===== config.mk =====
export PLATFORM = sky130hd
export DESIGN_NAME = mem_wb_stage_flat
export DESIGN_NICKNAME = d
export VERILOG_FILES = /design/src/rtl/mem_wb_stage_pkg.sv /design/src/rtl/mem_wb_stage_if.sv /design/src/rtl/mem_wb_stage_load_extract.sv /design/src/rtl/mem_wb_stage.sv /design/src/flat_wrapper.sv
export SDC_FILE = /design/constraint.sdc
export NUM_CORES = 1
export LEC_CHECK = 0
export BUFFER_PORTS_ARGS = -buffer_cell sky130_fd_sc_hd__buf_2
export CORE_ASPECT_RATIO = 0.75
export CORE_MARGIN = 3
export CORE_UTILIZATION = 35
export CTS_CLUSTER_SIZE = 25
export DETAILED_ROUTE_END_ITERATION = 6
export PLACE_DENSITY = 0.68
export SKIP_LAST_GASP = 1
export SLEW_MARGIN = 20
export SYNTH_ARGS = -nofsm -noshare
export SYNTH_HDL_FRONTEND = slang
export SYNTH_SLANG_ARGS = --single-unit

===== constraint.sdc =====
create_clock -name clk -period 1.8 [get_ports clk]
set_input_delay 0.27 -clock clk [delete_from_list [all_inputs] [get_ports clk]]
set_output_delay 0.27 -clock clk [all_outputs]
set_load 0.03 [all_outputs]

===== src/rtl/mem_wb_stage_pkg.sv =====
// Shared pipeline constants and control-field encodings for the writeback side.
package pipe_pkg;

   localparam int unsigned DATA_W = 32;
   localparam int unsigned REG_AW = 5;

   typedef enum logic {
      SRC_ALU = 1'b0,
      SRC_MEM = 1'b1
   } reg_src_e;

   typedef enum logic {
      WB_WORD = 1'b0,
      WB_BYTE = 1'b1
   } word_byte_e;

endpackage


===== src/rtl/mem_wb_stage_if.sv =====
// MEM-stage to MEM/WB bundle: instruction fields, aligned read data and pipeline control.
interface mem_wb_stage_if #(
   parameter int unsigned DATA_W = pipe_pkg::DATA_W,
   parameter int unsigned REG_AW = pipe_pkg::REG_AW
);
   logic              ex_mem_valid;
   logic              ex_mem_RegWrite;
   logic              ex_mem_RegSrc;
   logic              ex_mem_word_byte;
   logic [DATA_W-1:0] ex_mem_ALUOut_EXEC;
   logic [REG_AW-1:0] ex_mem_write_reg_dest;
   logic [DATA_W-1:0] Read_data;
   logic              stall;
   logic              flush;

   modport master (
      output ex_mem_valid, ex_mem_RegWrite, ex_mem_RegSrc, ex_mem_word_byte,
      output ex_mem_ALUOut_EXEC, ex_mem_write_reg_dest, Read_data, stall, flush
   );

   modport slave (
      input ex_mem_valid, ex_mem_RegWrite, ex_mem_RegSrc, ex_mem_word_byte,
      input ex_mem_ALUOut_EXEC, ex_mem_write_reg_dest, Read_data, stall, flush
   );
endinterface


===== src/rtl/mem_wb_stage_load_extract.sv =====
// Combinational little-endian byte-lane select with sign extension; word loads pass through.
module load_extract #(
   parameter int unsigned DATA_W = pipe_pkg::DATA_W
) (
   input  logic              word_byte_i,
   input  logic [1:0]        lane_i,
   input  logic [DATA_W-1:0] rdata_i,
   output logic [DATA_W-1:0] data_o
);
   import pipe_pkg::*;

   logic [7:0] byte_sel;

   always_comb begin
      byte_sel = rdata_i[7:0];
      unique case (lane_i)
         2'd0: byte_sel = rdata_i[7:0];
         2'd1: byte_sel = rdata_i[15:8];
         2'd2: byte_sel = rdata_i[23:16];
         2'd3: byte_sel = rdata_i[31:24];
         default: byte_sel = rdata_i[7:0];
      endcase
   end

   always_comb begin
      if (word_byte_e'(word_byte_i) == WB_BYTE) begin
         data_o = {{(DATA_W-8){byte_sel[7]}}, byte_sel};
      end else begin
         data_o = rdata_i;
      end
   end

endmodule


===== src/rtl/mem_wb_stage.sv =====
// MEM/WB pipeline register, writeback select and forwarding source.
// Optional retire counter / last-destination tag built only with MEM_WB_RETIRE_CNT_EN.
module mem_wb_stage #(
   parameter int unsigned DATA_W = pipe_pkg::DATA_W,
   parameter int unsigned REG_AW = pipe_pkg::REG_AW
`ifdef MEM_WB_RETIRE_CNT_EN
   ,
   parameter int unsigned CNT_W  = 32
`endif
) (
   input  logic              clk,
   input  logic              rst,
   mem_wb_stage_if.slave     ex_mem,
   output logic              mem_wb_out_valid,
   output logic              mem_wb_out_RegWrite,
   output logic              mem_wb_out_RegSrc,
   output logic [DATA_W-1:0] mem_wb_out_ALUOut_EXEC,
   output logic [DATA_W-1:0] mem_wb_out_Mem_dataOut,
   output logic [REG_AW-1:0] mem_wb_out_write_reg_dest,
   output logic [DATA_W-1:0] write_data,
   output logic              reg_we,
   output logic              fwd_valid,
   output logic [REG_AW-1:0] fwd_reg,
   output logic [DATA_W-1:0] fwd_data
`ifdef MEM_WB_RETIRE_CNT_EN
   ,
   output logic [CNT_W-1:0]  retire_cnt,
   output logic [REG_AW-1:0] last_dest
`endif
);
   import pipe_pkg::*;

   logic              valid_q, valid_d;
   logic              rw_q,    rw_d;
   logic              src_q,   src_d;
   logic [DATA_W-1:0] alu_q,   alu_d;
   logic [DATA_W-1:0] mem_q,   mem_d;
   logic [REG_AW-1:0] dest_q,  dest_d;
   logic [DATA_W-1:0] ext_data;

   load_extract #(
      .DATA_W (DATA_W)
   ) u_load_extract (
      .word_byte_i (ex_mem.ex_mem_word_byte),
      .lane_i      (ex_mem.ex_mem_ALUOut_EXEC[1:0]),
      .rdata_i     (ex_mem.Read_data),
      .data_o      (ext_data)
   );

   // flush beats stall; rst is applied in the register process on top of this
   always_comb begin
      valid_d = valid_q;
      rw_d    = rw_q;
      src_d   = src_q;
      alu_d   = alu_q;
      mem_d   = mem_q;
      dest_d  = dest_q;
      if (ex_mem.flush) begin
         valid_d = 1'b0;
         rw_d    = 1'b0;
         src_d   = 1'b0;
         alu_d   = '0;
         mem_d   = '0;
         dest_d  = '0;
      end else if (!ex_mem.stall) begin
         valid_d = ex_mem.ex_mem_valid;
         rw_d    = ex_mem.ex_mem_RegWrite & ex_mem.ex_mem_valid;
         src_d   = ex_mem.ex_mem_RegSrc;
         alu_d   = ex_mem.ex_mem_ALUOut_EXEC;
         mem_d   = (reg_src_e'(ex_mem.ex_mem_RegSrc) == SRC_MEM) ? ext_data : '0;
         dest_d  = ex_mem.ex_mem_write_reg_dest;
      end
   end

   always_ff @(posedge clk) begin
      if (rst) begin
         valid_q <= 1'b0;
         rw_q    <= 1'b0;
         src_q   <= 1'b0;
         alu_q   <= '0;
         mem_q   <= '0;
         dest_q  <= '0;
      end else begin
         valid_q <= valid_d;
         rw_q    <= rw_d;
         src_q   <= src_d;
         alu_q   <= alu_d;
         mem_q   <= mem_d;
         dest_q  <= dest_d;
      end
   end

   assign mem_wb_out_valid          = valid_q;
   assign mem_wb_out_RegWrite       = rw_q;
   assign mem_wb_out_RegSrc         = src_q;
   assign mem_wb_out_ALUOut_EXEC    = alu_q;
   assign mem_wb_out_Mem_dataOut    = mem_q;
   assign mem_wb_out_write_reg_dest = dest_q;

   assign write_data = (reg_src_e'(src_q) == SRC_MEM) ? mem_q : alu_q;
   assign reg_we     = rw_q & (dest_q != '0);

   assign fwd_valid = reg_we;
   assign fwd_reg   = dest_q;
   assign fwd_data  = write_data;

`ifdef MEM_WB_RETIRE_CNT_EN
   logic [CNT_W-1:0]  cnt_q,  cnt_d;
   logic [REG_AW-1:0] last_q, last_d;

   // an instruction retires when it leaves WB: valid and not held by stall
   always_comb begin
      cnt_d  = cnt_q;
      last_d = last_q;
      if (valid_q && !ex_mem.stall && (cnt_q != '1)) begin
         cnt_d = cnt_q + CNT_W'(1);
      end
      if (reg_we) begin
         last_d = dest_q;
      end
   end

   always_ff @(posedge clk) begin
      if (rst) begin
         cnt_q  <= '0;
         last_q <= '0;
      end else begin
         cnt_q  <= cnt_d;
         last_q <= last_d;
      end
   end

   assign retire_cnt = cnt_q;
   assign last_dest  = last_q;
`endif

endmodule


===== src/flat_wrapper.sv =====
// flat-port wrapper written by rule: the top's interface ports become plain ports
module mem_wb_stage_flat import pipe_pkg::*;
#(
   parameter int unsigned DATA_W = pipe_pkg::DATA_W,
   parameter int unsigned REG_AW = pipe_pkg::REG_AW

)
  (clk, rst, mem_wb_out_valid, mem_wb_out_RegWrite, mem_wb_out_RegSrc, mem_wb_out_ALUOut_EXEC, mem_wb_out_Mem_dataOut, mem_wb_out_write_reg_dest, write_data, reg_we, fwd_valid, fwd_reg, fwd_data, ex_mem_ex_mem_valid, ex_mem_ex_mem_RegWrite, ex_mem_ex_mem_RegSrc, ex_mem_ex_mem_word_byte, ex_mem_ex_mem_ALUOut_EXEC, ex_mem_ex_mem_write_reg_dest, ex_mem_Read_data, ex_mem_stall, ex_mem_flush);
  mem_wb_stage_if #(.DATA_W(DATA_W), .REG_AW(REG_AW)) ex_mem_i ();
  input  logic clk;
  input  logic rst;
  output logic mem_wb_out_valid;
  output logic mem_wb_out_RegWrite;
  output logic mem_wb_out_RegSrc;
  output logic [DATA_W-1:0] mem_wb_out_ALUOut_EXEC;
  output logic [DATA_W-1:0] mem_wb_out_Mem_dataOut;
  output logic [REG_AW-1:0] mem_wb_out_write_reg_dest;
  output logic [DATA_W-1:0] write_data;
  output logic reg_we;
  output logic fwd_valid;
  output logic [REG_AW-1:0] fwd_reg;
  output logic [DATA_W-1:0] fwd_data;
  input wire logic [$bits(ex_mem_i.ex_mem_valid)-1:0] ex_mem_ex_mem_valid;
  input wire logic [$bits(ex_mem_i.ex_mem_RegWrite)-1:0] ex_mem_ex_mem_RegWrite;
  input wire logic [$bits(ex_mem_i.ex_mem_RegSrc)-1:0] ex_mem_ex_mem_RegSrc;
  input wire logic [$bits(ex_mem_i.ex_mem_word_byte)-1:0] ex_mem_ex_mem_word_byte;
  input wire logic [$bits(ex_mem_i.ex_mem_ALUOut_EXEC)-1:0] ex_mem_ex_mem_ALUOut_EXEC;
  input wire logic [$bits(ex_mem_i.ex_mem_write_reg_dest)-1:0] ex_mem_ex_mem_write_reg_dest;
  input wire logic [$bits(ex_mem_i.Read_data)-1:0] ex_mem_Read_data;
  input wire logic [$bits(ex_mem_i.stall)-1:0] ex_mem_stall;
  input wire logic [$bits(ex_mem_i.flush)-1:0] ex_mem_flush;
  assign ex_mem_i.ex_mem_valid = ex_mem_ex_mem_valid;
  assign ex_mem_i.ex_mem_RegWrite = ex_mem_ex_mem_RegWrite;
  assign ex_mem_i.ex_mem_RegSrc = ex_mem_ex_mem_RegSrc;
  assign ex_mem_i.ex_mem_word_byte = ex_mem_ex_mem_word_byte;
  assign ex_mem_i.ex_mem_ALUOut_EXEC = ex_mem_ex_mem_ALUOut_EXEC;
  assign ex_mem_i.ex_mem_write_reg_dest = ex_mem_ex_mem_write_reg_dest;
  assign ex_mem_i.Read_data = ex_mem_Read_data;
  assign ex_mem_i.stall = ex_mem_stall;
  assign ex_mem_i.flush = ex_mem_flush;
  mem_wb_stage #(.DATA_W(DATA_W), .REG_AW(REG_AW)) u_core (.clk(clk), .rst(rst), .ex_mem(ex_mem_i), .mem_wb_out_valid(mem_wb_out_valid), .mem_wb_out_RegWrite(mem_wb_out_RegWrite), .mem_wb_out_RegSrc(mem_wb_out_RegSrc), .mem_wb_out_ALUOut_EXEC(mem_wb_out_ALUOut_EXEC), .mem_wb_out_Mem_dataOut(mem_wb_out_Mem_dataOut), .mem_wb_out_write_reg_dest(mem_wb_out_write_reg_dest), .write_data(write_data), .reg_we(reg_we), .fwd_valid(fwd_valid), .fwd_reg(fwd_reg), .fwd_data(fwd_data));
endmodule

==> flow_summary.ini <==
[outcome]
outcome = finished with violations
violations = setup timing

[critical_path]
cp_slowest_stage_delay_ns = 0.53
cp-startpoint = u_core.fwd_reg[2]
worstPathArrival_ns = 1.53
critPathCaptureType = primary output
cp_cell_sequence = or4_1 -> o21a_1 -> buf_6
reg2reg_from = u_core.mem_wb_out_RegSrc
required_ns = 1.53
cp_slowest_cell = or4_1
crit_type = reg -> out
cp_max_fo = 2
critPathLaunchType = flip-flop

[timing]
max_freq_mhz = 554.4
fin_crit_sh = 1.002
setup_violations = 2
setup_tns_ns = -0.007679
tightest_slew_ns = 0.7774
setup_slack_ns = -0.003880
slew_viol_final = 0
period_needed_ns = 1.804
final_hold_viol_count = 0
rsz0062_at_grt = true
relSlewSlack = 0.4812
finClkSkew_ns = 0

[layout]
layout.nets = 606
fillers = 925
n_antenna_cell = 0
fin_util = 0.4958
layout-drive-gt1-share = 0.5655
stdcell_area_sq_um = 4827
multi_input_area_sq_um = 1652
area_growth_pct = 37.15
regArea_sq_um = 1445

[route]
routed_wirelength_um = 11210
drc_errors = 0
firstDrtPassIters = 4
drt-initial-drc-count = 127
dr_total_vias = 3258
via_per_inst = 4.892
routed-wl-met2_um = 5243
routed-wl-met3_um = 1089
highest_layer = met5
met1_length_um = 4778
wl_per_cell_um = 16.82
ant_nets = 0

[placement]
hpwl_um = 8548
dpl_cell_area_sq_um = 4472
io_buffers = 219
routabilityCongestion = 0.7994
post-place-ws_ns = 0.3185

[hold_path]
min-delay-start = ex_mem_ex_mem_ALUOut_EXEC[7]
hold_class = in -> reg

[logic_synthesis]
ys_seq_area_frac = 0.4095
synth_top_cell_by_area = dfxtp_1
syn_avg_cell_area_sq_um = 9.942
ys.flop_type = dfxtp_1
synth_edf_count = 0
synth_top_area_share = 0.4095
ys_types = 28
ys_top_cells_by_area = dfxtp_1 (41%), mux2_2 (12%), mux2i_1 (11%)
synth.most_common_cell = dfxtp_1
yosys-top-cells-count = dfxtp_1 (72), mux2_2 (39), mux2i_1 (39), nor2_1 (39), buf_4 (38)
yosys_warnings = 0
syn_inst = 354
ys_ff_latch = 72
synth_nets = 431
synth_area_sq_um = 3520
async_flop_share = 0

[floorplanning]
start_util = 0.3615
design.die.area_sq_um = 11310
die_w_um = 121.8
die_h_um = 92.85
ioPinCount = 220
fp-row-count = 31
core_sq_um = 9736

[clock_network]
numCtsBuffers = 9
cts.clk_slew.worst_paths_ns = 0.06
postCtsHoldBufs = 0
cts_max_level = 3
clk-insertion-delay-late_ns = 0.33
cts_max_path_buffers = 2
cts_tree = built
cts_root_buffer = clkbuf_16
cts_sinks = 72

[grt]
grt_max_degree = 41
grtUsageTotal = 0.1950
grt_pass1_vias = 3117
grt_pass1_wl_um = 16880
antenna_found_initial = 2
grt_overflow = 0

[power]
power_density_nw_per_um2 = 889.8
peakVddDrop_v = 0.0004661
p_leak_nw = 2.505

[job]
max_cap_violations = 0
==> metal layers <==
metal  up-vias  GRT usage
li1       1589          -
met3        10    0.07570
met1      1497     0.2395
met5         -          0
met4         4    0.03078
met2       158     0.3295
==> through the flow <==
stage / hold WS (ns) / std cells / total power [mW]
after global placement: 0.4766 / 648 / 2.401
after detailed placement: 0.4841 / 648 / 2.412
after global routing: 0.1728 / 666 / 4.485
after CTS: 0.1568 / 666 / 4.365
final: 0.1671 / 666 / 4.295
after floorplan: 0.4139 / 354 / 2.189
==> area by class of cell <==
class / instances / area share
Clock inverter: 6 / 0.01711
Inverter: 1 / 0.0007776
Multi-Input combinational cell: 214 / 0.3421
Clock buffer: 10 / 0.04951
Sequential cell: 72 / 0.2994
Timing Repair Buffer: 231 / 0.2569
Tap cell: 132 / 0.03421
==> critical path: cells and delay by family (launching register included) <==
kind | cells | cell delay (ns)
AND/OR/NAND/NOR | 1 | 0.53
flip-flops | 1 | 0.31
buffers and inverters | 1 | 0.14
AO/OA/AOI/OAI | 1 | 0.22
==> what timing repair did <==
| action | in CTS | in global routing |
|---|---|---|
| hold endpoints to repair | 0 | 0 |
| gates resized for setup | 6 | 1 |
| endpoints found under the setup margin | 2 | 9 |
| pin swaps | 2 | 1 |
| buffers inserted | 2 | 0 |
==> cells by family after synthesis <==
family	after synthesis	share of synthesized area
buf+inv	68	0.1230
simple gates	59	0.07856
mux	78	0.2357
compound gates	77	0.1532
flops	72	0.4095
==> cells in the final DEF, fill, tap and decap left out, drive strengths merged, types with 3 or more instances in the layout <==
| cell type | synthesis | final |
|---|---|---|
| buf | 51 | 231 |
| dfxtp | 72 | 72 |
| mux2 | 39 | 39 |
| mux2i | 39 | 39 |
| nor2 | 39 | 39 |
| o21ai | 38 | 38 |
| a32oi | 25 | 25 |
| clkbuf | 16 | 10 |
| nand2 | 9 | 9 |
| o22ai | 6 | 6 |
| a21oi | 3 | 3 |
| clkinv | 0 | 3 |
| or2 | 3 | 3 |
==> report_power, final <==
group	internal [mW]	switching, mW
registers	1.64	0.0376
clock network	1.24	0.674
logic	0.256	0.442
total	3.14	1.15
==> final timing paths <==
check | to | slack, ns | cells after the start
worst max-delay path | reg_we | -0.004 | 3
worst min-delay path | u_core.mem_wb_out_ALUOut_EXEC[7] | 0.17 | 3
worst max register to register | u_core.mem_wb_out_RegSrc | 0.98 | 3
worst min register to register | u_core.mem_wb_out_Mem_dataOut[5] | 0.50 | 2
(Power assumes the default switching activity.)
